<file path="config.mk">
export PLATFORM = sky130hd
export DESIGN_NAME = mem_response_merger_flat
export DESIGN_NICKNAME = d
export VERILOG_FILES = /design/src/rtl/mem_response_merger_if.sv /design/src/rtl/mem_response_merger.sv /design/src/flat_wrapper.sv
export SDC_FILE = /design/constraint.sdc
export NUM_CORES = 1
export LEC_CHECK = 0
export CAP_MARGIN = 10
export CORE_MARGIN = 2
export CORE_UTILIZATION = 30
export CTS_CLUSTER_SIZE = 20
export DETAILED_ROUTE_END_ITERATION = 10
export PLACE_DENSITY_LB_ADDON = 0.05
export SYNTH_ARGS = -nofsm -noshare
export SYNTH_HDL_FRONTEND = slang
export SYNTH_SLANG_ARGS = --single-unit
</file>
<file path="constraint.sdc">
create_clock -name clk -period 2.5 [get_ports clk]
set_clock_uncertainty 0.1 [all_clocks]
set_input_delay 0.375 -clock clk [delete_from_list [all_inputs] [get_ports clk]]
set_output_delay 0.375 -clock clk [all_outputs]
set_load 0.05 [all_outputs]
</file>
<file path="src/rtl/mem_response_merger_if.sv">
// Handshake bundle for the write-response merger: request tracking,
// AXI B channel and the merged completion toward the store controller.
interface mem_response_merger_if #(
  parameter int RESP_WIDTH = 2
);
  logic                  req_push;
  logic                  req_split;
  logic                  req_full;
  logic                  axi_bvalid;
  logic [RESP_WIDTH-1:0] axi_bresp;
  logic                  axi_bready;
  logic                  cmpl_valid;
  logic [RESP_WIDTH-1:0] cmpl_resp;
  logic                  cmpl_ready;

  modport slave (
    input  req_push, req_split, axi_bvalid, axi_bresp, cmpl_ready,
    output req_full, axi_bready, cmpl_valid, cmpl_resp
  );

  modport master (
    output req_push, req_split, axi_bvalid, axi_bresp, cmpl_ready,
    input  req_full, axi_bready, cmpl_valid, cmpl_resp
  );
endinterface

</file>
<file path="src/rtl/mem_response_merger.sv">
// Merges one or two AXI B beats per store request into a single completion,
// keeping the worst response code; a FIFO tracks which requests were split.
module mem_response_merger #(
  parameter  int MAX_OUTSTANDING = 8,
  parameter  int RESP_WIDTH      = 2,
  localparam int AW              = $clog2(MAX_OUTSTANDING),
  localparam int PW              = AW + 1
) (
  input  logic                  clk,
  input  logic                  reset,
  mem_response_merger_if.slave  bus,
  output logic [PW-1:0]         outstanding_count,
  output logic                  idle,
  output logic                  err_overflow,
  output logic                  err_unexpected
);

  typedef enum logic [1:0] {
    WAIT_FIRST  = 2'd0,
    WAIT_SECOND = 2'd1,
    CMPL        = 2'd2
  } state_t;

  state_t                state, state_n;
  logic [PW-1:0]         wr_ptr, rd_ptr;
  logic [MAX_OUTSTANDING-1:0] split_q;
  logic [RESP_WIDTH-1:0] resp_a, resp_a_n;
  logic [RESP_WIDTH-1:0] cmpl_resp_q, cmpl_resp_n;

  logic fifo_empty, fifo_full, head_split;
  logic push, pop, overflow, b_hs;

  assign fifo_empty = (wr_ptr == rd_ptr);
  assign fifo_full  = (wr_ptr[AW] != rd_ptr[AW]) &&
                      (wr_ptr[AW-1:0] == rd_ptr[AW-1:0]);
  assign head_split = split_q[rd_ptr[AW-1:0]];

  // A push into a full FIFO is still accepted when the head retires in the
  // same cycle: the freed slot is the one being written.
  assign pop      = (state == CMPL) && bus.cmpl_ready;
  assign push     = bus.req_push && (!fifo_full || pop);
  assign overflow = bus.req_push && fifo_full && !pop;

  assign bus.axi_bready = ((state == WAIT_FIRST) && !fifo_empty) ||
                          (state == WAIT_SECOND);
  assign b_hs           = bus.axi_bvalid && bus.axi_bready;

  assign bus.req_full   = fifo_full;
  assign bus.cmpl_valid = (state == CMPL);
  assign bus.cmpl_resp  = cmpl_resp_q;

  assign outstanding_count = wr_ptr - rd_ptr;
  assign idle              = fifo_empty && (state == WAIT_FIRST);

  always_comb begin
    state_n     = state;
    resp_a_n    = resp_a;
    cmpl_resp_n = cmpl_resp_q;
    case (state)
      WAIT_FIRST: begin
        if (b_hs) begin
          resp_a_n = bus.axi_bresp;
          if (head_split) begin
            state_n = WAIT_SECOND;
          end else begin
            cmpl_resp_n = bus.axi_bresp;
            state_n     = CMPL;
          end
        end
      end
      WAIT_SECOND: begin
        if (b_hs) begin
          // BRESP encodings are ordered by severity, so unsigned max merges.
          cmpl_resp_n = (bus.axi_bresp > resp_a) ? bus.axi_bresp : resp_a;
          state_n     = CMPL;
        end
      end
      CMPL: begin
        if (bus.cmpl_ready) state_n = WAIT_FIRST;
      end
      default: state_n = WAIT_FIRST;
    endcase
  end

  always_ff @(posedge clk) begin
    if (reset) begin
      state          <= WAIT_FIRST;
      wr_ptr         <= '0;
      rd_ptr         <= '0;
      resp_a         <= '0;
      cmpl_resp_q    <= '0;
      err_overflow   <= 1'b0;
      err_unexpected <= 1'b0;
    end else begin
      state       <= state_n;
      resp_a      <= resp_a_n;
      cmpl_resp_q <= cmpl_resp_n;
      if (push) wr_ptr <= wr_ptr + PW'(1);
      if (pop)  rd_ptr <= rd_ptr + PW'(1);
      if (overflow) err_overflow <= 1'b1;
      if (bus.axi_bvalid && fifo_empty) err_unexpected <= 1'b1;
    end
  end

  // Flag storage needs no reset; entries are only read behind the pointers.
  always_ff @(posedge clk) begin
    if (push) split_q[wr_ptr[AW-1:0]] <= bus.req_split;
  end

endmodule

</file>
<file path="src/flat_wrapper.sv">
// flat-port wrapper written by rule: the top's interface ports become plain ports
module mem_response_merger_flat 
#(
  parameter  int MAX_OUTSTANDING = 8,
  parameter  int RESP_WIDTH      = 2,
  localparam int AW              = $clog2(MAX_OUTSTANDING),
  localparam int PW              = AW + 1
)
  (clk, reset, outstanding_count, idle, err_overflow, err_unexpected, bus_req_push, bus_req_split, bus_axi_bvalid, bus_axi_bresp, bus_cmpl_ready, bus_req_full, bus_axi_bready, bus_cmpl_valid, bus_cmpl_resp);
  mem_response_merger_if #(.RESP_WIDTH(RESP_WIDTH)) bus_i ();
  input  logic clk;
  input  logic reset;
  output logic [PW-1:0] outstanding_count;
  output logic idle;
  output logic err_overflow;
  output logic err_unexpected;
  input wire logic [$bits(bus_i.req_push)-1:0] bus_req_push;
  input wire logic [$bits(bus_i.req_split)-1:0] bus_req_split;
  input wire logic [$bits(bus_i.axi_bvalid)-1:0] bus_axi_bvalid;
  input wire logic [$bits(bus_i.axi_bresp)-1:0] bus_axi_bresp;
  input wire logic [$bits(bus_i.cmpl_ready)-1:0] bus_cmpl_ready;
  output wire logic [$bits(bus_i.req_full)-1:0] bus_req_full;
  output wire logic [$bits(bus_i.axi_bready)-1:0] bus_axi_bready;
  output wire logic [$bits(bus_i.cmpl_valid)-1:0] bus_cmpl_valid;
  output wire logic [$bits(bus_i.cmpl_resp)-1:0] bus_cmpl_resp;
  assign bus_i.req_push = bus_req_push;
  assign bus_i.req_split = bus_req_split;
  assign bus_i.axi_bvalid = bus_axi_bvalid;
  assign bus_i.axi_bresp = bus_axi_bresp;
  assign bus_i.cmpl_ready = bus_cmpl_ready;
  assign bus_req_full = bus_i.req_full;
  assign bus_axi_bready = bus_i.axi_bready;
  assign bus_cmpl_valid = bus_i.cmpl_valid;
  assign bus_cmpl_resp = bus_i.cmpl_resp;
  mem_response_merger #(.MAX_OUTSTANDING(MAX_OUTSTANDING), .RESP_WIDTH(RESP_WIDTH)) u_core (.clk(clk), .reset(reset), .bus(bus_i), .outstanding_count(outstanding_count), .idle(idle), .err_overflow(err_overflow), .err_unexpected(err_unexpected));
endmodule
</file>
After elaboration in Yosys (flattened, before gate mapping)

Cells that the tools add are included.

Bits in registers: 24
Output and inout port bits: 12
Word-level logic and storage cells: 59

Add/sub/neg operators: 3
Order comparisons: 4
Equal/unequal tests: 9
Multiplexer cells: 15
Reduce and logical (&&, ||, !) cells: 20

Operator list:

| cell                | count |
|---|---|
| $mux 2              | 8 |
| $logic_and 1x1->1   | 10 |
| $add 4x1->4 const B | 2 |
| $bwmux 8            | 1 |
| $lt 3x4->1 const B  | 2 |
| $pmux 2 s3          | 1 |
| $eq 4x4->1          | 1 |
| $ne 2x1->1 const B  | 2 |
| $ne 2x2->1 const B  | 2 |
| $pmux 2 s2          | 1 |
| $reduce_and 4->1    | 1 |
| $sub 4x4->4         | 1 |
| $bmux 1 s3          | 1 |
| $demux 1 s3         | 1 |
| $eq 3x3->1          | 1 |
| $ge 3x1->1 const B  | 1 |
| $logic_not 1->1     | 3 |
| $reduce_and 3->1    | 1 |
| $eq 2x1->1 const B  | 1 |
| $eq 2x2->1 const B  | 1 |
| $gt 2x2->1          | 1 |
| $logic_not 2->1     | 1 |
| $logic_or 1x1->1    | 2 |
| $mux 1              | 2 |
| 3 further kinds     | 3 |

Logic depth before layout (Yosys ltp)

Gate-level depths: netlist of run 1.

Depth after elaboration: 7
Gate-level depth with buffers: 7
Gate-level depth less buffers: 7

Least setup slack after synthesis of run 1

No wires, ideal clock.

Path type: flip-flop to output port
Start point: register u_core.rd_ptr[1]
End point: output idle
Arrival time: 2.464 ns
Data required time: 2.025 ns
Setup slack: -0.439 ns
Cell stages (with the launch flop): 5
Cells stage by stage: dfxtp_1 inv_1 ha_1 nand3_1 nor4_1

Word-level cells in the longest chain between the ends: 2

Ends and longest elaborated chain:

| item                   | RTL line                  | source |
|---|---|---|
| start, declared        | mem_response_merger.sv:25 | `logic [PW-1:0] wr_ptr, rd_ptr;` |
| start signal, assigned | mem_response_merger.sv:99 | `if (pop) rd_ptr <= rd_ptr + PW'(1);` |
| $eq 4x4->1             | mem_response_merger.sv:33 | `assign fifo_empty = (wr_ptr == rd_ptr);` |
| $logic_and 1x1->1      | mem_response_merger.sv:53 | `assign idle = fifo_empty && (state == WAIT_FIRST);` |
| end, declared          | flat_wrapper.sv:14        | `output logic idle;` |

Every way passes these cells.

Worst setup path in the final report of run 1

Start point: register u_core.wr_ptr[0]
End point: output outstanding_count[0]

Word-level cells in the longest chain between the ends: 1

Ends and longest elaborated chain:

| item                   | RTL line                  | source |
|---|---|---|
| start, declared        | mem_response_merger.sv:25 |  |
| start signal, assigned | mem_response_merger.sv:98 | `if (push) wr_ptr <= wr_ptr + PW'(1);` |
| $sub 4x4->4            | mem_response_merger.sv:52 | `assign outstanding_count = wr_ptr - rd_ptr;` |
| end, declared          | flat_wrapper.sv:13        | `output logic [PW-1:0] outstanding_count;` |

Every way passes these cells.

==> metrics.csv, run 1 <==
stage,metric,value,unit
clock_tree,clkTransAtPathRegs,0.09,ns
timing,finalSetupViolCount,0,
placed_design,dpl.hpwl,2050,um
pwr,p_leak,0.649,nW
yosys,postSynthAreaPerCell,9.83,um2
routing,routedWlPerCell,13.4,um
timing,rsz0062_at_grt,false,
critical_path,cpPeakStageDelay,0.80,ns
yosys,synthesis.area,0.00129,mm2
yosys,ys_seq_area_share,43.5,%
cells_and_area,instances_no_fill,201,
critical_path,critical_path.top_delay_family,buffers and inverters,
critical_path,startpoint_type,register,
yosys,synth_area_leaders,"dfxtp_1 25%, edfxtp_1 19%, ha_1 7.8%",
routing,antenna_left,0,
clock_tree,cts_hold_buf,0,
clock_tree,htreeDepth,1,
die,initial_core_util,31.7,%
outcome,status,"complete, no violations",
cells_and_area,diodes,0,
pwr,p_total,0.000947,W
critical_path,crit_top_cell,inv_1,
critical_path,critical_path_buf_inv_count,3,
routing,drc,0,
cells_and_area,seq_area,562,um2
timing,relSlewSlack,57.5,%
yosys,yosys-top-cells-count,"26 x nor2_1, 16 x dfxtp_1, 13 x inv_1",
yosys,netlist.top_cell.by_area,dfxtp_1,
yosys,synth_edf_count,8,
min_path,hold_path_class,reg -> reg,
cells_and_area,fillers,400,
clock_tree,cts_root_buf,clkbuf_8,
yosys,ys_warn_count,0,
critical_path,reg2reg_from,u_core.rd_ptr[2]$_SDFFE_PP0P_,
min_path,worstHoldStart,u_core.err_unexpected$_SDFFE_PP0P_,
critical_path,cp-end-kind,output pin,
pwr,vdd_drop_max,0.212,mV
timing,slew_viol_final,0,
run,maxCapViolations,0,
critical_path,crit_path_start,u_core.wr_ptr[0]$_SDFFE_PP0P_,
die,boundaryPins,20,
die,die_h,69.5,um
yosys,synth_ff_type,dfxtp_1,
timing,hold_viol,0,
yosys,yosys.cell_types.count,33,
clock_tree,postCtsSetupBuffers,0,
routing,drtIter0Drc,51,
die,core_region_area,0.00406,mm2
global_route,grt_pass1_wl,4580,um
yosys,synthArstFlopShare,0,%
cells_and_area,stdcell_area,0.00165,mm2
critical_path,cp_max_fo,4,
yosys,synth_seq_cells,24,
yosys,synth_nets,148,
clock_tree,tritoncts,built,
clock_tree,insertion_delay,0.27,ns
cells_and_area,multi_input_area,667,um2
placed_design,place.gp.congestion,0.716,
routing,wl,2690,um
critical_path,crit_path_cell_trace,inv_1 -> ha_1 -> inv_1 -> clkdlybuf4s50_1,
critical_path,arrival,1.94,ns
placed_design,dp_cells,197,
placed_design,place_area,0.00160,mm2
cells_and_area,nets,169,
timing,fin_crit,2.41,ns
timing,worst_slew_pin_slew,0.636,ns
critical_path,critPathRequiredTime,2.03,ns
timing,fin_crit_sh,96.5,%
timing,max_clock_freq,0.414,GHz
global_route,grt_max_degree,17,
routing,drt_pass1_iterations,4,
cells_and_area,area_growth,28.2,%
global_route,grt_pass1_vias,969,
critical_path,slowest_stage,clkdlybuf4s50_1,
pwr,powerDensity,574,mW/mm2
routing,vias,941,
yosys,syn_inst,131,
clock_tree,ctsResizeCount,1,
clock_tree,numCtsBuffers,3,
timing,tns,0,ns
routing,vias_per_cell,4.68,
clock_tree,cts_max_path_buffers,2,
die,die_x,69.5,um
yosys,synth_top_area_share,24.9,%
placed_design,portBuffers,19,
global_route,grt_usage,11.9,%
global_route,antenna_found_initial,0,
clock_tree,cts.sinks,24,
timing,whs,0.387,ns
die,fp.dieArea,0.00483,mm2
yosys,synth_most_common_cell,nor2_1,
global_route,grt-ovfl-total,0,
cells_and_area,drive_above_1_share,13.2,%
critical_path,critPathKind,reg -> out,
die,rows,23,
area by class of cell:
cell class                 count  share of cell area (%)
multi-input combinational     89                    40.4
sequential                    24                    34.0
timing repair buffer          21                    16.1
tap                           50                    3.79
inverter                      13                    2.96
clock buffer                   3                    2.50
clock inverter                 1                   0.227
sequential cells by signal, indices dropped and copies added (netlist names):
signal / cells
u_core.split_q: 8
u_core.rd_ptr: 4
u_core.resp_a: 2
u_core.state: 2
u_core.err_overflow: 1
u_core.err_unexpected: 1
u_core.wr_ptr: 4
u_core.bus.cmpl_resp: 2
logic make-up (layout without fill, tap and decap cells):
logic type | count (synthesis) | after routing | synth area share (%)
simple gates | 47 | 47 | 17.1
buf+inv | 18 | 38 | 5.54
fa+ha+maj | 9 | 9 | 9.33
flops | 24 | 24 | 43.5
xor+xnor | 9 | 9 | 6.12
compound gates | 16 | 16 | 9.62
mux | 8 | 8 | 8.75
report_power, final:
part / internal, W / total [W] / switching [W]
clock network: 0.000110 / 0.000233 / 0.000123
registers: 0.000418 / 0.000434 / 0.0000153
logic: 0.000121 / 0.000280 / 0.000159
worst paths after layout:
path,slack [ns],cells past startpoint,to
worst max-delay path,0.09,4,outstanding_count[0]
worst min-delay path,0.39,2,u_core.err_unexpected$_SDFFE_PP0P_
worst min register to register,0.39,2,u_core.err_unexpected$_SDFFE_PP0P_
worst max register to register,0.37,7,u_core.wr_ptr[3]$_SDFFE_PP0P_
placed cells by master (no fill, tap or decap), types with 3 or more instances in the layout:
cell type        count
a21oi_1              7
buf_12               6
clkbuf_8             3
clkdlybuf4s50_1     13
dfxtp_1             15
edfxtp_1             8
ha_1                 8
inv_1               13
mux2i_1              6
nand2_1              5
nand2b_1             4
nor2_1              26
nor3_1               5
xnor2_1              7
per-layer routing:
layer | routed length (um) | track usage (%)
met5 | 0 | 0
met4 | 44 | 4.58
met3 | 70 | 1.74
met2 | 1150 | 17.9
met1 | 1430 | 17.3
worst reg2reg max path, delay by kind of cell (launching register included):
family | cells | cell delay (ns)
adders and majority gates | 1 | 0.36
buffers and inverters | 1 | 0.09
and+or+nand+nor | 3 | 0.44
DFF | 1 | 0.38
xor gates and xnor gates | 1 | 0.17
AOI/OAI and AO/OA | 1 | 0.46
stage by stage:
stage | util (%) | setup WS (ns)
2_1_floorplan | - | 0.139
4_1_cts | 40.6 | 0.0663
5_1_grt | 40.7 | 0.0172
3_3_place_gp | 39.4 | 0.177
6_report | 40.7 | 0.0868
3_5_place_dp | 39.4 | 0.169
Note: power is estimated with default switching activity, not from simulation.
==> run 2: changes to the inputs <==
CTS_BUF_LIST = sky130_fd_sc_hd__clkbuf_4   (was not set)
REMOVE_ABC_BUFFERS = 1   (was not set)
==> run 2 against run 1 <==
Compared with the run above:
- register-to-register slack improved by 0.02 ns
- highest routed layer unchanged
- sequential share of layout area is 0.57 points higher
- design area down 0.99%
- via count grew 0.53%
- largest power group unchanged
- critical path type unchanged
==> metrics.csv, run 2 (synthesis gave the netlist of run 1 again) <==
stage,metric,value,unit
outcome,status,"complete, no violations",
cells_and_area,final_common_cell,nor2_1,
critical_path,r2r_end,u_core.resp_a[0]$_SDFFE_PP0P_,
routing,drc,0,
die,die_h,69.5,um
critical_path,critical_path_buf_inv_count,2,
clock_tree,numCtsBuffers,3,
timing,finalSetupViolCount,0,
pwr,p_total,0.000889,W
routing,drt_pass1_iterations,4,
placed_design,portBuffers,19,
routing,antenna_left,0,
critical_path,critPathRequiredTime,2.03,ns
global_route,grt_max_degree,17,
critical_path,crit_path_cell_trace,inv_1 -> nor2_1 -> clkdlybuf4s50_1,
routing,wl,2700,um
routing,drtIter0Drc,36,
timing,fin_crit_sh,94.6,%
timing,max_clock_freq,0.423,GHz
critical_path,arrival,1.89,ns
die,fp.dieArea,0.00483,mm2
clock_tree,tritoncts,built,
critical_path,critPathKind,reg -> out,
critical_path,ff2ff_path_depth,7,
min_path,worstHoldStart,u_core.err_overflow$_SDFFE_PP0P_,
cells_and_area,largest_register_ffs,8,
min_path,holdPathStages,2,
placed_design,place.gp.congestion,0.751,
die,core_region_area,0.00406,mm2
timing,relSlewSlack,53.9,%
run,maxCapViolations,0,
global_route,grt_usage,12.2,%
timing,worst_slew_pin_slew,0.689,ns
min_path,min_to,u_core.err_overflow$_SDFFE_PP0P_,
timing,fin_crit,2.37,ns
critical_path,startpoint_type,register,
pwr,p_leak,0.645,nW
timing,hold_viol,0,
global_route,grt_pass1_wl,4670,um
cells_and_area,drive_above_1_share,13.9,%
global_route,grt_pass1_vias,971,
critical_path,cp-end-kind,output pin,
routing,vias_per_cell,4.71,
critical_path,slowest_stage,clkdlybuf4s50_1,
clock_tree,cts.sinks,24,
pwr,powerDensity,544,mW/mm2
min_path,hold_path_class,reg -> reg,
clock_tree,cts_max_path_buffers,2,
die,die_x,69.5,um
placed_design,dpl.hpwl,2070,um
global_route,grt-ovfl-total,0,
global_route,antenna_found_initial,0,
pwr,vdd_drop_max,0.241,mV
clock_tree,htreeDepth,1,
cells_and_area,area_growth,26.9,%
routing,routedWlPerCell,13.4,um
clock_tree,cts_hold_buf,0,
cells_and_area,nets,169,
clock_tree,cts_root_buf,clkbuf_4,
critical_path,critical_path.top_delay_family,buffers and inverters,
timing,rsz0062_at_grt,false,
die,boundaryPins,20,
cells_and_area,diodes,0,
critical_path,reg2reg_from,u_core.rd_ptr[2]$_SDFFE_PP0P_,
timing,whs,0.399,ns
clock_tree,clkTransAtPathRegs,0.14,ns
clock_tree,insertion_delay,0.32,ns
timing,slew_viol_final,0,
cells_and_area,final_cell_mix,"26 x nor2_1, 14 x dfxtp_1, 13 x inv_1, 12 x clkdlybuf4s50_1",
critical_path,cpPeakStageDelay,0.82,ns
critical_path,cp_max_fo,10,
routing,vias,946,
die,rows,23,
die,initial_core_util,31.7,%
critical_path,worst-r2r-setup-slack,0.39,ns
-- run 2: changes by cell type in the layout (fill, tap and decap cells not counted) --
cell | before | now
clkbuf_8 | 3 | 0
dfxtp_4 | 0 | 1
clkdlybuf4s50_1 | 13 | 12
clkbuf_4 | 0 | 3
dlygate4sd2_1 | 0 | 1
dfxtp_1 | 15 | 14
-- run 2: repair_timing --
action                                  4_1_cts  5_1_grt
setup buffers                                 0        0
resized for setup                             3        3
endpoints found under the setup margin        4        3
-- run 2: per-stage QoR --
stage | worst slack (ns) | cell area, um2 | util (%) | std cells | TNS [ns]
finish | 0.134 | 1630 | 40.3 | 201 | 0
CTS | 0.0432 | 1630 | 40.1 | 201 | 0
global route | 0.0108 | 1630 | 40.3 | 201 | 0
global placement | 0.146 | 1590 | 39.3 | 197 | 0
floorplan | -0.439 | 1260 | - | 126 | -0.439
detailed placement | 0.161 | 1590 | 39.3 | 197 | 0
-- run 2: worst max path at each step --
stage | startpoint | cells past startpoint | slack [ns] | endpoint
after floorplan | u_core.rd_ptr[1]$_SDFFE_PP0P_ | 4 | -0.44 | idle
after global placement | u_core.rd_ptr[1]$_SDFFE_PP0P_ | 7 | 0.15 | u_core.resp_a[0]$_SDFFE_PP0P_
after detailed placement | u_core.rd_ptr[1]$_SDFFE_PP0P_ | 7 | 0.16 | u_core.resp_a[0]$_SDFFE_PP0P_
after CTS | u_core.rd_ptr[2]$_SDFFE_PP0P_ | 5 | 0.04 | bus_axi_bready
after global routing | u_core.state[1]$_SDFFE_PP0P_ | 3 | 0.01 | bus_cmpl_valid
final | u_core.state[1]$_SDFFE_PP0P_ | 3 | 0.13 | bus_cmpl_valid
-- run 2: routing by layer --
layer | vias up | GRT usage, % | wire length (um) | part of all wire, %
met2 | 11 | 20.9 | 1370 | 51
met5 | - | 0 | 0 | 0
met4 | 0 | 3.27 | 21 | 0.78
li1 | 485 | - | - | -
met1 | 448 | 14.9 | 1230 | 46
met3 | 2 | 3.63 | 76 | 2.8
-- run 2: layout make-up --
| class | count | area (um2) |
|---|---|---|
| clock buffers | 3 | 22.5 |
| clock inverters | 1 | 3.75 |
| fillers | 407 | 2420 |
| inverters | 13 | 48.8 |
| multi-input cells | 89 | 667 |
| flip-flops and latches | 24 | 566 |
| well taps | 50 | 62.6 |
| repair buffers | 21 | 264 |
-- run 2: report_power, final --
group	internal, W	total (W)	switching, W
registers	0.000418	0.000435	0.0000170
logic	0.000121	0.000278	0.000157
clock network	0.0000584	0.000177	0.000118
-- run 2: worst min-delay path: cells and delay by family (launching register included) --
family	cells	cell delay, ns
DFF	1	0.35
and+or+nand+nor	1	0.08
AOI/OAI and AO/OA	1	0.04
==> run 3: changes to the inputs <==
TNS_END_PERCENT = 50   (was not set)
==> results of run 3 <==
Final layout, timing and power as in run 2 (identical DEF).
